### src/rtl/mac_mem_unit_if.sv
// Request/response bundle between the MEM stage and the multiply-accumulate unit.
// Latency: n/a (wiring only).
// Backpressure: mac_stall from the unit freezes the issuing pipeline stages.
interface mac_mem_unit_if #(
    parameter int XLEN = 32
);
    logic                mac_write_m;
    logic [1:0]          mac_op_m;      // 0 NONE, 1 MUL, 2 MACC, 3 CLR
    logic [XLEN-1:0]     src_a_m;
    logic [XLEN-1:0]     src_b_m;
    logic                mac_stall;
    logic                mac_busy;
    logic                mac_done;
    logic [2*XLEN-1:0]   mac_acc;
    logic                mac_ovf;

    // Pipeline side: issues requests, observes stall and results
    modport master (
        output mac_write_m, mac_op_m, src_a_m, src_b_m,
        input  mac_stall, mac_busy, mac_done, mac_acc, mac_ovf
    );

    // Unit side
    modport slave (
        input  mac_write_m, mac_op_m, src_a_m, src_b_m,
        output mac_stall, mac_busy, mac_done, mac_acc, mac_ovf
    );
endinterface

### src/rtl/mac_mem_unit.sv
// Signed shift-add multiply-accumulate for the MEM stage; optional MAC_SATURATE_EN saturates MACC.
// Latency: MUL/MACC XLEN+3 cycles (stall XLEN+2, result visible in DONE); CLR 1 cycle.
// Backpressure: combinational mac_stall holds F/D/E/M from request until ACC completes.
module mac_mem_unit #(
    parameter int XLEN = 32
) (
    input  logic           clk,
    input  logic           rst,
    mac_mem_unit_if.slave  mac
);
    localparam int AW = 2 * XLEN;
    localparam int CW = $clog2(XLEN);
    localparam logic [1:0] OP_MUL  = 2'd1;
    localparam logic [1:0] OP_MACC = 2'd2;
    localparam logic [1:0] OP_CLR  = 2'd3;

    typedef enum logic [1:0] {S_IDLE, S_MUL, S_ACC, S_DONE} state_t;

    state_t          state;
    logic [AW-1:0]   mcand;
    logic [AW-1:0]   prod;
    logic [AW-1:0]   acc;
    logic [XLEN-1:0] mplier;
    logic [CW-1:0]   cnt;
    logic            prod_neg;
    logic            op_macc;
    logic            busy_q;
    logic            done_q;

    logic            start;
    logic            clr_req;
    logic [XLEN-1:0] a_abs;
    logic [XLEN-1:0] b_abs;
    logic [AW-1:0]   prod_signed;
    logic [AW-1:0]   macc_sum;
    logic [AW-1:0]   macc_res;
`ifdef MAC_SATURATE_EN
    logic            macc_ovf;
    logic            ovf_q;
`endif

    // Request decode and operand magnitudes; |-2^(XLEN-1)| fits exactly as unsigned
    always_comb begin
        start   = mac.mac_write_m && (mac.mac_op_m == OP_MUL || mac.mac_op_m == OP_MACC);
        clr_req = mac.mac_write_m && (mac.mac_op_m == OP_CLR);
        a_abs   = mac.src_a_m[XLEN-1] ? (~mac.src_a_m + 1'b1) : mac.src_a_m;
        b_abs   = mac.src_b_m[XLEN-1] ? (~mac.src_b_m + 1'b1) : mac.src_b_m;
    end

    // Signed product and accumulate, with overflow clamping when saturation is built in
    always_comb begin
        prod_signed = prod_neg ? (~prod + 1'b1) : prod;
        macc_sum    = acc + prod_signed;
`ifdef MAC_SATURATE_EN
        macc_ovf = (acc[AW-1] == prod_signed[AW-1]) && (macc_sum[AW-1] != acc[AW-1]);
        if (macc_ovf)
            macc_res = acc[AW-1] ? {1'b1, {(AW-1){1'b0}}} : {1'b0, {(AW-1){1'b1}}};
        else
            macc_res = macc_sum;
`else
        macc_res = macc_sum;
`endif
    end

    // Control FSM plus shift-add datapath; reset abandons any partial result
    always_ff @(posedge clk) begin
        if (rst) begin
            state    <= S_IDLE;
            busy_q   <= 1'b0;
            done_q   <= 1'b0;
            acc      <= '0;
            mcand    <= '0;
            mplier   <= '0;
            prod     <= '0;
            cnt      <= '0;
            prod_neg <= 1'b0;
            op_macc  <= 1'b0;
        end else begin
            case (state)
                S_IDLE: begin
                    if (start) begin
                        mcand    <= {{XLEN{1'b0}}, a_abs};
                        mplier   <= b_abs;
                        prod     <= '0;
                        cnt      <= '0;
                        prod_neg <= mac.src_a_m[XLEN-1] ^ mac.src_b_m[XLEN-1];
                        op_macc  <= (mac.mac_op_m == OP_MACC);
                        busy_q   <= 1'b1;
                        state    <= S_MUL;
                    end else if (clr_req) begin
                        acc <= '0;
                    end
                end
                S_MUL: begin
                    if (mplier[0])
                        prod <= prod + mcand;
                    mcand  <= mcand << 1;
                    mplier <= mplier >> 1;
                    cnt    <= cnt + 1'b1;
                    if (cnt == CW'(XLEN - 1))
                        state <= S_ACC;
                end
                S_ACC: begin
                    acc    <= op_macc ? macc_res : prod_signed;
                    done_q <= 1'b1;
                    state  <= S_DONE;
                end
                default: begin
                    // DONE: a request still held on the inputs is not restarted
                    done_q <= 1'b0;
                    busy_q <= 1'b0;
                    state  <= S_IDLE;
                end
            endcase
        end
    end

`ifdef MAC_SATURATE_EN
    // Sticky overflow: set by a clamped MACC, cleared only by CLR or reset
    always_ff @(posedge clk) begin
        if (rst)
            ovf_q <= 1'b0;
        else if (state == S_IDLE && !start && clr_req)
            ovf_q <= 1'b0;
        else if (state == S_ACC && op_macc && macc_ovf)
            ovf_q <= 1'b1;
    end
    assign mac.mac_ovf = ovf_q;
`else
    assign mac.mac_ovf = 1'b0;
`endif

    assign mac.mac_stall = !rst && ((state == S_IDLE && start) || state == S_MUL || state == S_ACC);
    assign mac.mac_busy  = busy_q;
    assign mac.mac_done  = done_q;
    assign mac.mac_acc   = acc;
endmodule

### src/flat_wrapper.sv
// flat-port wrapper written by rule: the top's interface ports become plain ports
module mac_mem_unit_flat 
#(
    parameter int XLEN = 32
)
  (clk, rst, mac_mac_write_m, mac_mac_op_m, mac_src_a_m, mac_src_b_m, mac_mac_stall, mac_mac_busy, mac_mac_done, mac_mac_acc, mac_mac_ovf);
  mac_mem_unit_if #(.XLEN(XLEN)) mac_i ();
  input  logic clk;
  input  logic rst;
  input wire logic [$bits(mac_i.mac_write_m)-1:0] mac_mac_write_m;
  input wire logic [$bits(mac_i.mac_op_m)-1:0] mac_mac_op_m;
  input wire logic [$bits(mac_i.src_a_m)-1:0] mac_src_a_m;
  input wire logic [$bits(mac_i.src_b_m)-1:0] mac_src_b_m;
  output wire logic [$bits(mac_i.mac_stall)-1:0] mac_mac_stall;
  output wire logic [$bits(mac_i.mac_busy)-1:0] mac_mac_busy;
  output wire logic [$bits(mac_i.mac_done)-1:0] mac_mac_done;
  output wire logic [$bits(mac_i.mac_acc)-1:0] mac_mac_acc;
  output wire logic [$bits(mac_i.mac_ovf)-1:0] mac_mac_ovf;
  assign mac_i.mac_write_m = mac_mac_write_m;
  assign mac_i.mac_op_m = mac_mac_op_m;
  assign mac_i.src_a_m = mac_src_a_m;
  assign mac_i.src_b_m = mac_src_b_m;
  assign mac_mac_stall = mac_i.mac_stall;
  assign mac_mac_busy = mac_i.mac_busy;
  assign mac_mac_done = mac_i.mac_done;
  assign mac_mac_acc = mac_i.mac_acc;
  assign mac_mac_ovf = mac_i.mac_ovf;
  mac_mem_unit #(.XLEN(XLEN)) u_core (.clk(clk), .rst(rst), .mac(mac_i));
endmodule
### config.mk
export PLATFORM = sky130hd
export DESIGN_NAME = mac_mem_unit_flat
export DESIGN_NICKNAME = d
export VERILOG_FILES = /design/src/rtl/mac_mem_unit_if.sv /design/src/rtl/mac_mem_unit.sv /design/src/flat_wrapper.sv
export SDC_FILE = /design/constraint.sdc
export NUM_CORES = 1
export LEC_CHECK = 0
export BUFFER_PORTS_ARGS = -buffer_cell sky130_fd_sc_hd__buf_2
export CORE_ASPECT_RATIO = 1.1
export CORE_MARGIN = 8
export CORE_UTILIZATION = 34
export CTS_BUF_LIST = sky130_fd_sc_hd__clkbuf_4 sky130_fd_sc_hd__clkbuf_8
export CTS_CLUSTER_DIAMETER = 200
export DETAILED_ROUTE_END_ITERATION = 7
export PLACE_DENSITY_LB_ADDON = 0.15
export SLEW_MARGIN = 20
export SYNTH_ARGS = -nofsm -noshare
export SYNTH_HDL_FRONTEND = slang
export SYNTH_SLANG_ARGS = --single-unit
### constraint.sdc
create_clock -name clk -period 5.7 [get_ports clk]
set_input_delay 1.71 -clock clk [delete_from_list [all_inputs] [get_ports clk]]
set_output_delay 1.71 -clock clk [all_outputs]
set_load 0.1 [all_outputs]
After elaboration in Yosys (flattened, before gate mapping)
Cells that the tools add are included.
{ "word_totals": {"regBits": 235, "output_inout_bits": 68, "elab_cells": 73} }
{ "classes": {"addsub": 6, "n_eq_ne": 11, "n_mux": 22, "bitwise": 5, "reduce_logical": 19} }
{ "op_table": {"columns": ["operator", "n"], "rows": [
  ["$mux W64", 7],
  ["$pmux W64 S2", 3],
  ["$add A64 B64 Y64", 2],
  ["$mux W32", 3],
  ["$add A32 B1 Y32 const B", 2],
  ["$add A64 B1 Y64 const B", 1],
  ["$not A32 Y32", 2],
  ["$not A64 Y64", 1],
  ["$pmux W32 S2", 1],
  ["$pmux W5 S2", 1],
  ["$ne A2 B1 Y1 const B", 4],
  ["$reduce_and A2 Y1", 4],
  ["$eq A2 B2 Y1 const B", 3],
  ["$pmux W2 S3", 1],
  ["$reduce_and A3 Y1", 2],
  ["$add A5 B1 Y5 const B", 1],
  ["$eq A5 B5 Y1 const B", 1],
  ["$mux W5", 1],
  ["$eq A2 B1 Y1 const B", 2],
  ["$logic_and A1 B1 Y1", 4],
  ["$mux W2", 2],
  ["$pmux W1 S2", 2],
  ["$reduce_bool A2 Y1", 2],
  ["$reduce_or A2 Y1", 2],
  ["other kinds (7)", 9]
]} }

Longest topological paths before layout
{ "depth": {"word_depth": 7, "depth_mapped": 19, "mapped_depth_nobuf": 18} }

Worst setup path before layout
OpenSTA, ideal clock, no wires.
{ "synth_timing": {"path_kind": "input -> output", "start": "input mac_mac_op_m[0]", "end": "output mac_mac_stall", "t_arrival_ns": 3.809, "t_required_ns": 3.990, "path_slack_ns": 0.181, "cell_stages": 5, "path_cell_list": "inv_1 > ha_1 > nor2b_1 > nand2_1 > a21oi_1"} }
{ "synth_via": {"elab_chain_cells": 7, "word_cells_on_any_way": 8} }
{ "synth_rtl": {"columns": ["item", "line_no", "rtl"], "rows": [
  ["start, declared", "flat_wrapper.sv:11", "input wire logic [$bits(mac_i.mac_op_m)-1:0] mac_mac_op_m;"],
  ["$eq A2 B1 Y1 / $eq A2 B2 Y1 (equally long branches)", "mac_mem_unit.sv:44", "start = mac.mac_write_m && (mac.mac_op_m == OP_MUL || mac.mac_op_m == OP_MACC);"],
  ["$logic_or A1 B1 Y1 *", "mac_mem_unit.sv:44", null],
  ["$logic_and A1 B1 Y1 *", "mac_mem_unit.sv:44", null],
  ["$logic_and A1 B1 Y1 *", "mac_mem_unit.sv:133", "assign mac.mac_stall = !rst && ((state == S_IDLE && start) || state == S_MUL || state == S_ACC);"],
  ["$logic_or A1 B1 Y1 * (2 in a row)", "mac_mem_unit.sv:133", null],
  ["$logic_and A1 B1 Y1 *", "mac_mem_unit.sv:133", null],
  ["end, declared", "flat_wrapper.sv:14", "output wire logic [$bits(mac_i.mac_stall)-1:0] mac_mac_stall;"]
]} }
Every way passes the cells marked *; elsewhere a longest branch is shown, timed or not.

Worst setup path in the final report
{ "layout_timing": {"start": "register u_core.prod[11]", "end": "register u_core.acc[57], in the netlist u_core.mac.mac_acc[57]"} }
{ "layout_via": {"elab_chain_cells": 6} }
{ "layout_rtl": {"columns": ["item", "line_no", "rtl"], "rows": [
  ["start, declared", "mac_mem_unit.sv:21", "logic [AW-1:0] prod;"],
  ["start signal, assigned", "mac_mem_unit.sv:96", "prod <= prod + mcand;"],
  ["$not A64 Y64", "mac_mem_unit.sv:52", "prod_signed = prod_neg ? (~prod + 1'b1) : prod;"],
  ["$add A64 B1 Y64", "mac_mem_unit.sv:52", null],
  ["$mux W64 *", "mac_mem_unit.sv:52", null],
  ["$add A64 B64 Y64", "mac_mem_unit.sv:53", "macc_sum = acc + prod_signed;"],
  ["$mux W64 *", "mac_mem_unit.sv:104", "acc <= op_macc ? macc_res : prod_signed;"],
  ["$pmux W64 S2 *", "mac_mem_unit.sv:79", "case (state)"],
  ["end signal, assigned", "mac_mem_unit.sv:104", null],
  ["end, declared", "mac_mem_unit.sv:22", "logic [AW-1:0] acc;"]
]} }
Marked as above.
A chain may end at the register's enable or synchronous reset.

==> results.rst <==
.. list-table::
   :header-rows: 1

   * - Metric
     - Value
   * - Worst Setup Slack, final
     - 0.3247 ns
   * - Setup Crit Path Kind
     - reg2reg
   * - Max rail drop VDD
     - ~0.00014 V
   * - Gr usage total
     - 18.96%
   * - Placed wire-length estimate after detailed placement
     - 48440 um
   * - RSZ-0062 raised after global routing
     - false
   * - Via density per instance
     - 5.573
   * - Antenna violations before repair
     - 8
   * - Part of the cycle the worst path needs
     - 94.30%
   * - Final critical-path required period
     - 5.375 ns
   * - Die Footprint
     - 0.06446 mm2
   * - P&R area growth vs syn
     - 12.48%
   * - Initial Utilization
     - 34.34%
   * - EDFF count, synth
     - 0
   * - Leading cell type in the layout, fill and taps excluded
     - sky130_fd_sc_hd__nand2_1
   * - Warnings, synthesis
     - 0
   * - Sink Count
     - approximately 240
   * - Number of hold buffers added after CTS
     - 0
   * - Clock-pin slew reported for the worst setup and hold paths after clock tree synthesis
     - 0.06 ns
   * - Normalized max-slew margin
     - 34.25%
   * - Post-DRT Antenna Nets
     - 0
   * - Global-route wire length before repair
     - 101300 um
   * - Most frequent cells in the layout
     - sky130_fd_sc_hd__nand2_1 (321), sky130_fd_sc_hd__nor2_1 (275), sky130_fd_sc_hd__a21oi_1 (268), sky130_fd_sc_hd__dfxtp_1 (233), sky130_fd_sc_hd__o21ai_0 (180)
   * - Routed WL per cell
     - 18.41 um
   * - Crit start category
     - flop
   * - Via count
     - around 19000
   * - Number of buffers created by CTS
     - 47
   * - Weighted congestion reported at the end of routability-driven placement
     - 0.8986
   * - Total setup violations reported at the end of the flow
     - 0
   * - Terminus of the critical flop-to-flop path
     - u_core.mac.mac_acc[57]
   * - Result of the run
     - finished clean
   * - Avg Synthesized Cell Area
     - 7.427 um2
   * - IO Port Bufs
     - 135
   * - Core area
     - 0.05602 mm2
   * - Yosys top cell by area
     - sky130_fd_sc_hd__dfxtp_1
   * - Sequential cell area
     - ~0.0047 mm2
   * - Die height
     - about 270 um
   * - Total routed wirelength
     - approximately 63000 um
   * - Clock tree from TritonCTS
     - yes
   * - Maximum clock path buffer count
     - 3
   * - Largest net degree at the start of global routing
     - between 100 and 150
   * - Data required time at the worst endpoint
     - 6.31 ns
   * - Post-CTS setup buffer count
     - 0
   * - Fraction of synthesis flops using an asynchronous set or reset pin
     - 0%
   * - Place WS
     - 0.2831 ns
   * - Share of the synthesized area in the top cell type
     - 24.46%
   * - Launch point of the worst reg-to-reg path
     - u_core.prod[11]
   * - Start point of the critical path
     - u_core.prod[11]
   * - Filler Cell Count
     - 5908
   * - Slack of the worst reg-to-reg path
     - 0.32 ns
   * - Number of remaining DRC errors
     - 0
   * - Layout cells sized above 1
     - 10.68%
   * - Area contributors post-synth
     - sky130_fd_sc_hd__dfxtp_1 (24%), sky130_fd_sc_hd__ha_1 (9.8%), sky130_fd_sc_hd__a21oi_1 (7.0%), sky130_fd_sc_hd__nand2_1 (6.3%), sky130_fd_sc_hd__xnor2_1 (6.1%)
   * - Number of top-level pins
     - 137
   * - Clock H-tree levels
     - 2
   * - Cell leakage power
     - 9.302 nW
   * - Data arrival time at the worst-slack endpoint
     - 5.98 ns
   * - Top fanout value on the critical path
     - 7
   * - Classification of the worst-slack hold path
     - reg2reg
   * - Max-cap violations
     - 0
   * - Worst Hold Slack
     - 0.4483 ns
   * - Critical Path Sink
     - u_core.mac.mac_acc[57]
   * - Maximum achievable frequency
     - 186.0 MHz
   * - Number of standard cells after synthesis
     - about 2600
   * - Count of pins over their slew limit
     - 0
   * - Reg2Reg Depth
     - 16
   * - Flops & latches, synth
     - 235
   * - Number of global-route vias before repair
     - 18318
   * - PD cells
     - around 240 mW/mm2
   * - Crit end category
     - flop
   * - Global route total overflow
     - 0
   * - Cell area after placement
     - around 0.02 mm2
   * - Mapped Area
     - 0.01924 mm2
   * - Die width
     - 242.8 um
   * - Most frequently used flop master after synthesis
     - sky130_fd_sc_hd__dfxtp_1
   * - Final Hold Viols
     - 0
   * - Synth unique cells
     - 76
   * - Insertion delay of the later-clocked pin in the worst-skew pair
     - roughly 0.66 ns
   * - Worst-Margin Slew
     - 0.9863 ns
   * - Cell chosen for the clock root
     - sky130_fd_sc_hd__clkbuf_8
   * - Combined area of the multi-input logic cells
     - around 0.014 mm2
   * - Final Instance Area
     - around 0.022 mm2
   * - Initial DRC count
     - 1166
   * - FP Rows
     - 91
   * - Seq/Total Area, Yosys
     - 24.46%
   * - Final layout net count
     - 2875
   * - Worst clock skew
     - 0.05400 ns
   * - Router iterations before antenna repair
     - 5
   * - Sum Neg Setup Slack
     - 0 ns
   * - Synthesized netlist net count
     - 2812
==> final cells by class <==
cell class	instances	share of cell area [%]
sequential	235	21.75
tap	744	4.302
antenna	1	0.01156
timing repair buffer	166	4.343
inverter	53	0.9194
clock buffer	66	3.909
clock inverter	17	0.9483
multi-input combinational	2150	63.81
==> synth_stat cells (3+ instances only) <==
cell type and number:
sky130_fd_sc_hd__a2111oi_0 5, sky130_fd_sc_hd__a211o_1 8, sky130_fd_sc_hd__a211oi_1 27, sky130_fd_sc_hd__a21boi_0 10, sky130_fd_sc_hd__a21o_1 87, sky130_fd_sc_hd__a21oi_1 269, sky130_fd_sc_hd__a221o_1 5, sky130_fd_sc_hd__a221oi_1 9
sky130_fd_sc_hd__a222oi_1 13, sky130_fd_sc_hd__a22o_1 8, sky130_fd_sc_hd__a22oi_1 86, sky130_fd_sc_hd__a31o_2 4, sky130_fd_sc_hd__a31oi_1 12, sky130_fd_sc_hd__a41oi_1 3, sky130_fd_sc_hd__and2_1 20, sky130_fd_sc_hd__and3_1 12
sky130_fd_sc_hd__and4_1 4, sky130_fd_sc_hd__buf_1 18, sky130_fd_sc_hd__clkbuf_1 132, sky130_fd_sc_hd__dfxtp_1 235, sky130_fd_sc_hd__ha_1 151, sky130_fd_sc_hd__inv_1 51, sky130_fd_sc_hd__mux2i_1 24, sky130_fd_sc_hd__nand2_1 321
sky130_fd_sc_hd__nand2b_1 10, sky130_fd_sc_hd__nand3_1 40, sky130_fd_sc_hd__nand4_1 45, sky130_fd_sc_hd__nor2_1 275, sky130_fd_sc_hd__nor2b_1 14, sky130_fd_sc_hd__nor3_1 40, sky130_fd_sc_hd__nor4_1 15, sky130_fd_sc_hd__o211ai_1 19
sky130_fd_sc_hd__o21a_1 15, sky130_fd_sc_hd__o21ai_0 180, sky130_fd_sc_hd__o21bai_1 20, sky130_fd_sc_hd__o22ai_1 9, sky130_fd_sc_hd__o31a_1 7, sky130_fd_sc_hd__o31ai_1 43, sky130_fd_sc_hd__o41ai_1 19, sky130_fd_sc_hd__or2_2 9
sky130_fd_sc_hd__or3_1 27, sky130_fd_sc_hd__or4_1 14, sky130_fd_sc_hd__or4_4 3, sky130_fd_sc_hd__xnor2_1 135, sky130_fd_sc_hd__xor2_1 96
==> critical path, cell delays in order, from the launching register on <==
cell                        delay (ns)
sky130_fd_sc_hd__dfxtp_1          0.38
sky130_fd_sc_hd__or4_4            0.61
sky130_fd_sc_hd__nor3_1           0.25
sky130_fd_sc_hd__nand3_1          0.16
sky130_fd_sc_hd__or2_2            0.32
sky130_fd_sc_hd__or3_1            0.35
sky130_fd_sc_hd__o41ai_1          0.33
sky130_fd_sc_hd__xnor2_1          0.19
sky130_fd_sc_hd__ha_1             0.36
sky130_fd_sc_hd__and2_1           0.16
sky130_fd_sc_hd__nand2_1          0.07
sky130_fd_sc_hd__or3_1            0.35
sky130_fd_sc_hd__o21ai_0          0.53
sky130_fd_sc_hd__a31oi_1          0.35
sky130_fd_sc_hd__a211o_1          0.36
sky130_fd_sc_hd__a2111oi_0        0.42
sky130_fd_sc_hd__a311o_1          0.17
==> power by group <==
part | internal (mW) | total [mW] | switching [mW] | leakage, nW
clock | 1.15 | 1.96 | 0.813 | 0.556
sequential | 1.76 | 1.86 | 0.106 | 1.90
combinational | 0.414 | 1.37 | 0.952 | 6.85
==> kinds of logic (layout without fill, tap and decap cells) <==
| family | Yosys count | count (layout) | synth area share, % |
|---|---|---|---|
| other | 1 | 2 | 0.01949 |
| adders and majority gates | 153 | 153 | 10.03 |
| buffers and inverters | 205 | 302 | 4.039 |
| xor gates and xnor gates | 232 | 232 | 10.63 |
| AOI/OAI and AO/OA | 879 | 879 | 29.21 |
| muxes | 24 | 24 | 1.249 |
| and+or+nand+nor | 861 | 861 | 20.36 |
| DFF | 235 | 235 | 24.46 |
==> worst min-delay path by stage <==
stage,from,end,slack [ns],cells after the start
detailed placement,u_core.mplier[20],u_core.mplier[20],0.44,2
global route,u_core.mplier[22],u_core.mplier[22],0.47,2
finish,u_core.mplier[20],u_core.mplier[20],0.45,2
CTS,u_core.mplier[20],u_core.mplier[20],0.45,2
floorplan,u_core.mplier[10],u_core.mplier[10],0.43,2
global placement,u_core.mplier[16],u_core.mplier[16],0.44,2
==> per-layer routing <==
layer / track usage [%] / vias up / wire length, um
li1: - / 9561 / -
met1: 26.15 / 8963 / 30690
met2: 29.83 / 479 / 27510
met3: 3.682 / 110 / 3438
met4: 5.300 / 14 / 1459
met5: 0 / - / 74
==> metrics by stage <==
step	std cells	util [%]	total power, mW
6_report	3432	38.63	5.186
5_1_grt	3432	38.63	5.510
4_1_cts	3431	38.61	5.280
3_5_place_dp	3348	36.73	3.276
3_3_place_gp	3348	36.73	3.259
2_1_floorplan	2590	-	2.852
==> repair_timing <==
| action | in CTS | in global routing |
|---|---|---|
| endpoints found under the setup margin | 0 | 4 |
| gates resized for setup | 0 | 3 |
| endpoints found under the hold margin | 0 | 0 |
==> registers in the layout, indices dropped and copies added, names as in the netlist, 2 cells and up <==
signal              flops
u_core.cnt              5
u_core.mcand           64
u_core.mplier          32
u_core.state            2
u_core.mac.mac_acc     64
u_core.prod            64
Power figures use the tool's default switching activity.
